## src/rtl/sram_test_pkg.sv

```systemverilog
// Shared constants for the SRAM self-test sequencer: controller op codes,
// one-hot pattern codes and bytes, the NOP command word and FSM states.
package sram_test_pkg;

    localparam int TMR_W = 12;

    localparam logic [1:0] OP_WR_ALL = 2'b11;
    localparam logic [1:0] OP_RD_ALL = 2'b10;
    localparam logic [1:0] OP_WR_ONE = 2'b01;
    localparam logic [1:0] OP_RD_ONE = 2'b00;

    localparam logic [3:0] PAT_00 = 4'b0001;
    localparam logic [3:0] PAT_FF = 4'b0010;
    localparam logic [3:0] PAT_5A = 4'b0100;
    localparam logic [3:0] PAT_A5 = 4'b1000;

    localparam logic [7:0] BYTE_00 = 8'h00;
    localparam logic [7:0] BYTE_FF = 8'hFF;
    localparam logic [7:0] BYTE_5A = 8'h5A;
    localparam logic [7:0] BYTE_A5 = 8'hA5;

    // Write-all with an empty pattern: controller returns to IDLE untouched
    localparam logic [31:0] CMD_NOP = 32'hC000_0000;

    localparam logic [1:0] S_IDLE  = 2'd0;
    localparam logic [1:0] S_ISSUE = 2'd1;
    localparam logic [1:0] S_GAP   = 2'd2;
    localparam logic [1:0] S_DONE  = 2'd3;

    // Steps come in write/read pairs, one pair per pattern
    function automatic logic [3:0] step_pat(input logic [2:0] step);
        logic [3:0] pat;
        pat = PAT_00;
        case (step[2:1])
            2'd0: pat = PAT_00;
            2'd1: pat = PAT_FF;
            2'd2: pat = PAT_5A;
            2'd3: pat = PAT_A5;
            default: pat = PAT_00;
        endcase
        return pat;
    endfunction

    function automatic logic [7:0] pat_byte(input logic [3:0] pat);
        logic [7:0] b;
        b = BYTE_00;
        unique case (1'b1)
            pat[0]: b = BYTE_00;
            pat[1]: b = BYTE_FF;
            pat[2]: b = BYTE_5A;
            pat[3]: b = BYTE_A5;
            default: b = BYTE_00;
        endcase
        return b;
    endfunction

    function automatic logic [31:0] step_cmd(input logic [2:0] step);
        logic [1:0] op;
        op = step[0] ? OP_RD_ALL : OP_WR_ALL;
        return {op, 2'b00, step_pat(step), 8'h00, 16'h0000};
    endfunction

endpackage

```

## src/rtl/sram_cmd_seq_rd_checker.sv

```systemverilog
// Read-back checker: strobes every other cycle of a read step, compares
// against the expected byte, counts mismatches and latches the first one.
module sram_rd_checker
    import sram_test_pkg::*;
#(
    parameter int ADDR_W       = 10,
    parameter int ERR_W        = 16,
    parameter int RD_START_DLY = 5
) (
    input  logic              clk,
    input  logic              reset,
    input  logic              clr,
    input  logic              step_start,
    input  logic              rd_en,
    input  logic [TMR_W-1:0]  timer,
    input  logic [7:0]        exp_byte,
    input  logic [7:0]        rd_data,
    output logic [ERR_W-1:0]  err_cnt,
    output logic [ADDR_W-1:0] fail_addr
);

    localparam logic [TMR_W-1:0] DLY = TMR_W'(RD_START_DLY);

    logic [ADDR_W:0]   idx_q, idx_d;
    logic [ERR_W-1:0]  err_q, err_d;
    logic [ADDR_W-1:0] fail_q, fail_d;
    logic [TMR_W-1:0]  rel;
    logic              strobe;

    always_comb begin
        rel    = timer - DLY;
        // Top index bit set means the whole array has been sampled
        strobe = rd_en && (timer >= DLY) && !rel[0] && !idx_q[ADDR_W];
        idx_d  = idx_q;
        err_d  = err_q;
        fail_d = fail_q;
        if (clr) begin
            err_d  = '0;
            fail_d = '0;
        end
        if (step_start) begin
            idx_d = '0;
        end else if (strobe) begin
            idx_d = idx_q + (ADDR_W+1)'(1);
            if (rd_data != exp_byte) begin
                // A zero count means no mismatch yet in this program
                if (err_q == '0) fail_d = idx_q[ADDR_W-1:0];
                if (err_q != '1) err_d = err_q + ERR_W'(1);
            end
        end
    end

    always_ff @(posedge clk) begin
        if (reset) begin
            idx_q  <= '0;
            err_q  <= '0;
            fail_q <= '0;
        end else begin
            idx_q  <= idx_d;
            err_q  <= err_d;
            fail_q <= fail_d;
        end
    end

    assign err_cnt   = err_q;
    assign fail_addr = fail_q;

endmodule

```

## src/rtl/sram_cmd_seq.sv

```systemverilog
// March-style BIST sequencer in front of the SRAM controller.
// Ports: clk, reset (sync, high), start pulse; cmd word to the controller;
// outp_data/half from the controller; busy, done, pass, err_cnt, fail_addr.
// Optional: define SEQ_HALF_CHECK_EN to flag steps that never saw half.
module sram_cmd_seq
    import sram_test_pkg::*;
#(
    parameter int ADDR_W        = 10,
    parameter int ALL_OP_CYCLES = 2056,
    parameter int GAP_CYCLES    = 4,
    parameter int RD_START_DLY  = 5,
    parameter int ERR_W         = 16
) (
    input  logic              clk,
    input  logic              reset,
    input  logic              start,
    output logic [31:0]       cmd,
    input  logic [7:0]        outp_data,
    input  logic              half,
    output logic              busy,
    output logic              done,
    output logic              pass,
    output logic [ERR_W-1:0]  err_cnt,
    output logic [ADDR_W-1:0] fail_addr
);

    localparam logic [TMR_W-1:0] OP_LAST  = TMR_W'(ALL_OP_CYCLES - 1);
    localparam logic [TMR_W-1:0] GAP_LAST = TMR_W'(GAP_CYCLES - 1);

    logic [1:0]       state_q, state_d;
    logic [2:0]       step_q, step_d;
    logic [TMR_W-1:0] timer_q, timer_d;
    logic             busy_q, busy_d;
    logic             done_q, done_d;
    logic             pass_q, pass_d;
    logic             start_acc;
    logic             step_start;
    logic             issue_end;
    logic             proto_ok;

    assign issue_end = (state_q == S_ISSUE) && (timer_q == OP_LAST);

    always_comb begin
        state_d   = state_q;
        step_d    = step_q;
        timer_d   = timer_q;
        busy_d    = busy_q;
        done_d    = done_q;
        pass_d    = pass_q;
        start_acc = 1'b0;
        unique case (state_q)
            S_IDLE, S_DONE: begin
                if (start) begin
                    state_d   = S_ISSUE;
                    step_d    = '0;
                    timer_d   = '0;
                    busy_d    = 1'b1;
                    done_d    = 1'b0;
                    pass_d    = 1'b0;
                    start_acc = 1'b1;
                end
            end
            S_ISSUE: begin
                if (issue_end) begin
                    state_d = S_GAP;
                    timer_d = '0;
                end else begin
                    timer_d = timer_q + TMR_W'(1);
                end
            end
            S_GAP: begin
                if (timer_q == GAP_LAST) begin
                    timer_d = '0;
                    if (step_q == 3'd7) begin
                        state_d = S_DONE;
                        busy_d  = 1'b0;
                        done_d  = 1'b1;
                        // No sampling in the gap, so err_cnt is final here
                        pass_d  = (err_cnt == '0) && proto_ok;
                    end else begin
                        state_d = S_ISSUE;
                        step_d  = step_q + 3'd1;
                    end
                end else begin
                    timer_d = timer_q + TMR_W'(1);
                end
            end
            default: state_d = S_IDLE;
        endcase
        step_start = (state_d == S_ISSUE) && (state_q != S_ISSUE);
    end

    always_ff @(posedge clk) begin
        if (reset) begin
            state_q <= S_IDLE;
            step_q  <= '0;
            timer_q <= '0;
            busy_q  <= 1'b0;
            done_q  <= 1'b0;
            pass_q  <= 1'b0;
        end else begin
            state_q <= state_d;
            step_q  <= step_d;
            timer_q <= timer_d;
            busy_q  <= busy_d;
            done_q  <= done_d;
            pass_q  <= pass_d;
        end
    end

    always_comb begin
        cmd = CMD_NOP;
        if (state_q == S_ISSUE) cmd = step_cmd(step_q);
    end

`ifdef SEQ_HALF_CHECK_EN
    logic half_seen_q, half_seen_d;
    logic proto_err_q, proto_err_d;

    always_comb begin
        half_seen_d = half_seen_q;
        proto_err_d = proto_err_q;
        if (start_acc) proto_err_d = 1'b0;
        if (step_start) begin
            half_seen_d = 1'b0;
        end else if (state_q == S_ISSUE) begin
            half_seen_d = half_seen_q | half;
            if (issue_end && !(half_seen_q | half)) proto_err_d = 1'b1;
        end
    end

    always_ff @(posedge clk) begin
        if (reset) begin
            half_seen_q <= 1'b0;
            proto_err_q <= 1'b0;
        end else begin
            half_seen_q <= half_seen_d;
            proto_err_q <= proto_err_d;
        end
    end

    assign proto_ok = !proto_err_q;
`else
    logic unused_half;
    assign unused_half = half;
    assign proto_ok    = 1'b1;
`endif

    sram_rd_checker #(
        .ADDR_W      (ADDR_W),
        .ERR_W       (ERR_W),
        .RD_START_DLY(RD_START_DLY)
    ) u_chk (
        .clk       (clk),
        .reset     (reset),
        .clr       (start_acc),
        .step_start(step_start),
        .rd_en     ((state_q == S_ISSUE) && step_q[0]),
        .timer     (timer_q),
        .exp_byte  (pat_byte(step_pat(step_q))),
        .rd_data   (outp_data),
        .err_cnt   (err_cnt),
        .fail_addr (fail_addr)
    );

    assign busy = busy_q;
    assign done = done_q;
    assign pass = pass_q;

endmodule

```

## config.mk

```make
export PLATFORM = sky130hd
export DESIGN_NAME = sram_cmd_seq
export DESIGN_NICKNAME = d
export VERILOG_FILES = /design/src/rtl/sram_test_pkg.sv /design/src/rtl/sram_cmd_seq_rd_checker.sv /design/src/rtl/sram_cmd_seq.sv
export SDC_FILE = /design/constraint.sdc
export NUM_CORES = 1
export LEC_CHECK = 0
export CAP_MARGIN = 20
export CORE_ASPECT_RATIO = 1.75
export CORE_UTILIZATION = 40
export DETAILED_ROUTE_END_ITERATION = 16
export HOLD_SLACK_MARGIN = 0.1
export PLACE_DENSITY_LB_ADDON = 0.08
export SETUP_SLACK_MARGIN = 0.1
export SLEW_MARGIN = 10
export SYNTH_ARGS = -nofsm -noshare
export SYNTH_HDL_FRONTEND = slang
export SYNTH_HIERARCHICAL = 1
export SYNTH_SLANG_ARGS = --single-unit
export TNS_END_PERCENT = 100
```

## constraint.sdc

```tcl
create_clock -name clk -period 5.8 [get_ports clk]
set_input_delay 0.87 -clock clk [delete_from_list [all_inputs] [get_ports clk]]
set_output_delay 0.87 -clock clk [all_outputs]
set_load 0.02 [all_outputs]
```

==> reports/results.txt <==
Grt total ovfl = 0
Vias in the first global route = 3049
Unrepaired setup endpoints after global routing = no
CP peak stage delay = 0.74 ns
Post-CTS setup buffers = 0
Netlist cell types = 63
First-pass GRT wire length = 14680 um
Ys async rst share = 0%
Primary FF master, synth = dfxtp_1
Largest net degree at the start of global routing = 34
Kind of critical path = flip-flop to flip-flop
Post-synthesis adder-cell area fraction = 4.197%
Max-slew violation count = 0
Slew @ Worst Pin = 0.9264 ns
Starting Density = 41.26%
Gpl congestion = 0.7931
Vias = 3270
Die Wd = 73.49 um
Longest Clk Path Bufs = 2
Area occupied by multi-input gates = 2108 um2
Routed Antenna Nets = 0
Clock sinks = 57
Cell with the most instances after synthesis = dfxtp_1
CP max stage cell = nor4_1
Synth top cells by count = 57 x dfxtp_1, 34 x inv_1, 32 x a21oi_1, 32 x nand3_1, 31 x nor2_1
IO Count = 73
Status = completed
Finished Cell Area = 4250 um2
Die Y = 127.1 um
#FFs+latches synth = 57
Tmin final = 3.911 ns
Proportion of synthesized area in mux cells = 0.2798%
Top cells by area, synth = dfxtp_1 32%, buf_4 5.7%, a21oi_1 4.5%
Post-Synth Simple-Gate Area = 23.19%
Syn Std Cell Area = 3577 um2
Clock root buffer = clkbuf_16
Critical Path Start Type = flip-flop
Placed Cells = 579
Layout area overhead = 18.82%
Worst EP required = 6.05 ns
Final TNS setup = 0 ns
DR iter-0 viols = 166
HP Class = flip-flop to flip-flop
Worst skew pair latency = 0.33 ns
Crit path max fanout = 12
DP Area = 3983 um2
Core area = 8671 um2
Post-synth top area share = 31.90%
Cts repair resizes = 0
Initial antenna violation count = 0
Area leader, netlist = dfxtp_1
Vias/cell = 5.496
Sequential cell area = 1141 um2
CTS Buf Count = 9
Fin Clk Skew = 0.004544 ns
Std cell rows = 45
Cts hold-fix bufs = 0
Post-synth EDFFs = 0
Clock slew at reported path FFs = 0.05 ns
Largest family of logic cells by synthesized area = compound AO/OA/AOI/OAI gates
Critical path cell sequence = nor4_1, and2_1, a31oi_1, nor3_1, a2111oi_0, or2_1, a211oi_2, nand2_1, o221ai_2
Final WL = 9045 um
Final hold viol count = 0
GRT Overall Usage = 20.36%
Layout net count = 498
Die area = 9340 um2
Synth Area per Inst = 8.167 um2
Drt pass-1 iters = 4
Number of remaining DRC errors = 0
Seq/Total Area, Yosys = 31.90%
Max VDD drop = 0.1655 mV
Crit path DAT = 4.16 ns
IO buf count = 44
Maximum Capacitance Violations = 0
Dpl hpwl = 6395 um
Fmax achieved = 255.7 MHz
CP endpoint kind = flip-flop
Non-Filler Instances = 595
Mapped Cells = 438
CTS tree = done
Pwr per Cell Area = 219.7 nW/um2
YS warnings = 6
Synth Area in Compound Gates = 23.57%
Layout cells sized above 1 = 7.531%
Worst slew margin = 38.24%
XOR/XNOR Fraction of Synth Area = 4.652%
Final setup viols = 0
# diodes = 0
# fillers = 904
Final Cycle Share = 67.44%
Leakage = 1.424 nW
Wire per inst = 15.20 um
Htree depth = 3
## report_power, final
group / switching, mW / internal [mW]
logic: 0.0491 / 0.0183
registers: 0.00148 / 0.394
clock network: 0.175 / 0.296
## worst max-delay path: cells and delay by family, from the launching register on
family	cells	cell delay, ns
compound gates	4	1.25
flops	1	0.37
simple gates	5	2.20
## per-stage QoR
stage / setup WS, ns / total power, mW / hold WS [ns] / utilization (%)
after floorplan: 2.892 / 0.4631 / 0.4311 / -
after global placement: 1.748 / 0.4693 / 0.4530 / 45.93
after detailed placement: 1.705 / 0.4696 / 0.4563 / 45.93
after CTS: 1.801 / 0.9483 / 0.4639 / 48.98
after global routing: 1.621 / 0.9680 / 0.4887 / 49.02
final: 1.889 / 0.9339 / 0.4598 / 49.02
## state kept, by name, indices dropped and copies added (netlist names)
name             count
u_chk/idx_q         11
state_q              2
busy                 1
timer_q             12
step_q               3
pass                 1
done                 1
u_chk/fail_addr     10
u_chk/err_cnt       16
## path summary, 6_finish.rpt
path                                  from                 to  slack (ns)  cells past startpoint
worst max-delay path            timer_q[7]  u_chk/err_cnt[10]        1.89                      9
worst min-delay path                  done               done        0.46                      2
worst max register to register  timer_q[7]  u_chk/err_cnt[10]        1.89                      9
worst min register to register        done               done        0.46                      2
## cell type report
class	instances	area share, %
well taps	117	3.444
clock inverters	3	0.4121
flip-flops and latches	57	26.85
multi-input cells	324	49.60
clock buffers	12	5.799
inverters	35	3.091
repair buffers	47	10.80
## per-layer routing
layer | routed length, um | vias up | global-route usage (%)
li1 | - | 1615 | -
met1 | 3893 | 1571 | 23.27
met2 | 4602 | 71 | 35.40
met3 | 344 | 13 | 4.101
met4 | 204 | 0 | 9.389
met5 | 0 | - | 0
## cells in the final DEF (no fill, tap or decap), types with 3 or more instances in the layout
master            n
a211o_1          14
a21oi_1          32
a311o_1           4
a31oi_1           9
and2_1            7
and3_1            3
clkbuf_1          3
clkbuf_16         9
clkdlybuf4s50_1  44
conb_1           27
dfxtp_1          57
ha_1             12
inv_1            34
nand2_1          23
nand3_1          32
nand4_1          12
nor2_1           31
nor3_1           12
nor4_1           14
o211ai_1          4
o21a_1            4
o21ai_0           9
o21ai_1           3
o221ai_2          6
o2bb2ai_1         3
or3_1             3
xnor2_1           7
xor2_1           12
## kinds of logic (layout without fill, tap and decap cells)
family | count (synthesis) | after routing
and+or+nand+nor | 157 | 157
AOI/OAI and AO/OA | 108 | 108
buffers and inverters | 82 | 97
DFF | 57 | 57
xor gates and xnor gates | 19 | 19
adders and majority gates | 12 | 12
other | 2 | 27
muxes | 1 | 1
(Power assumes the default switching activity.)
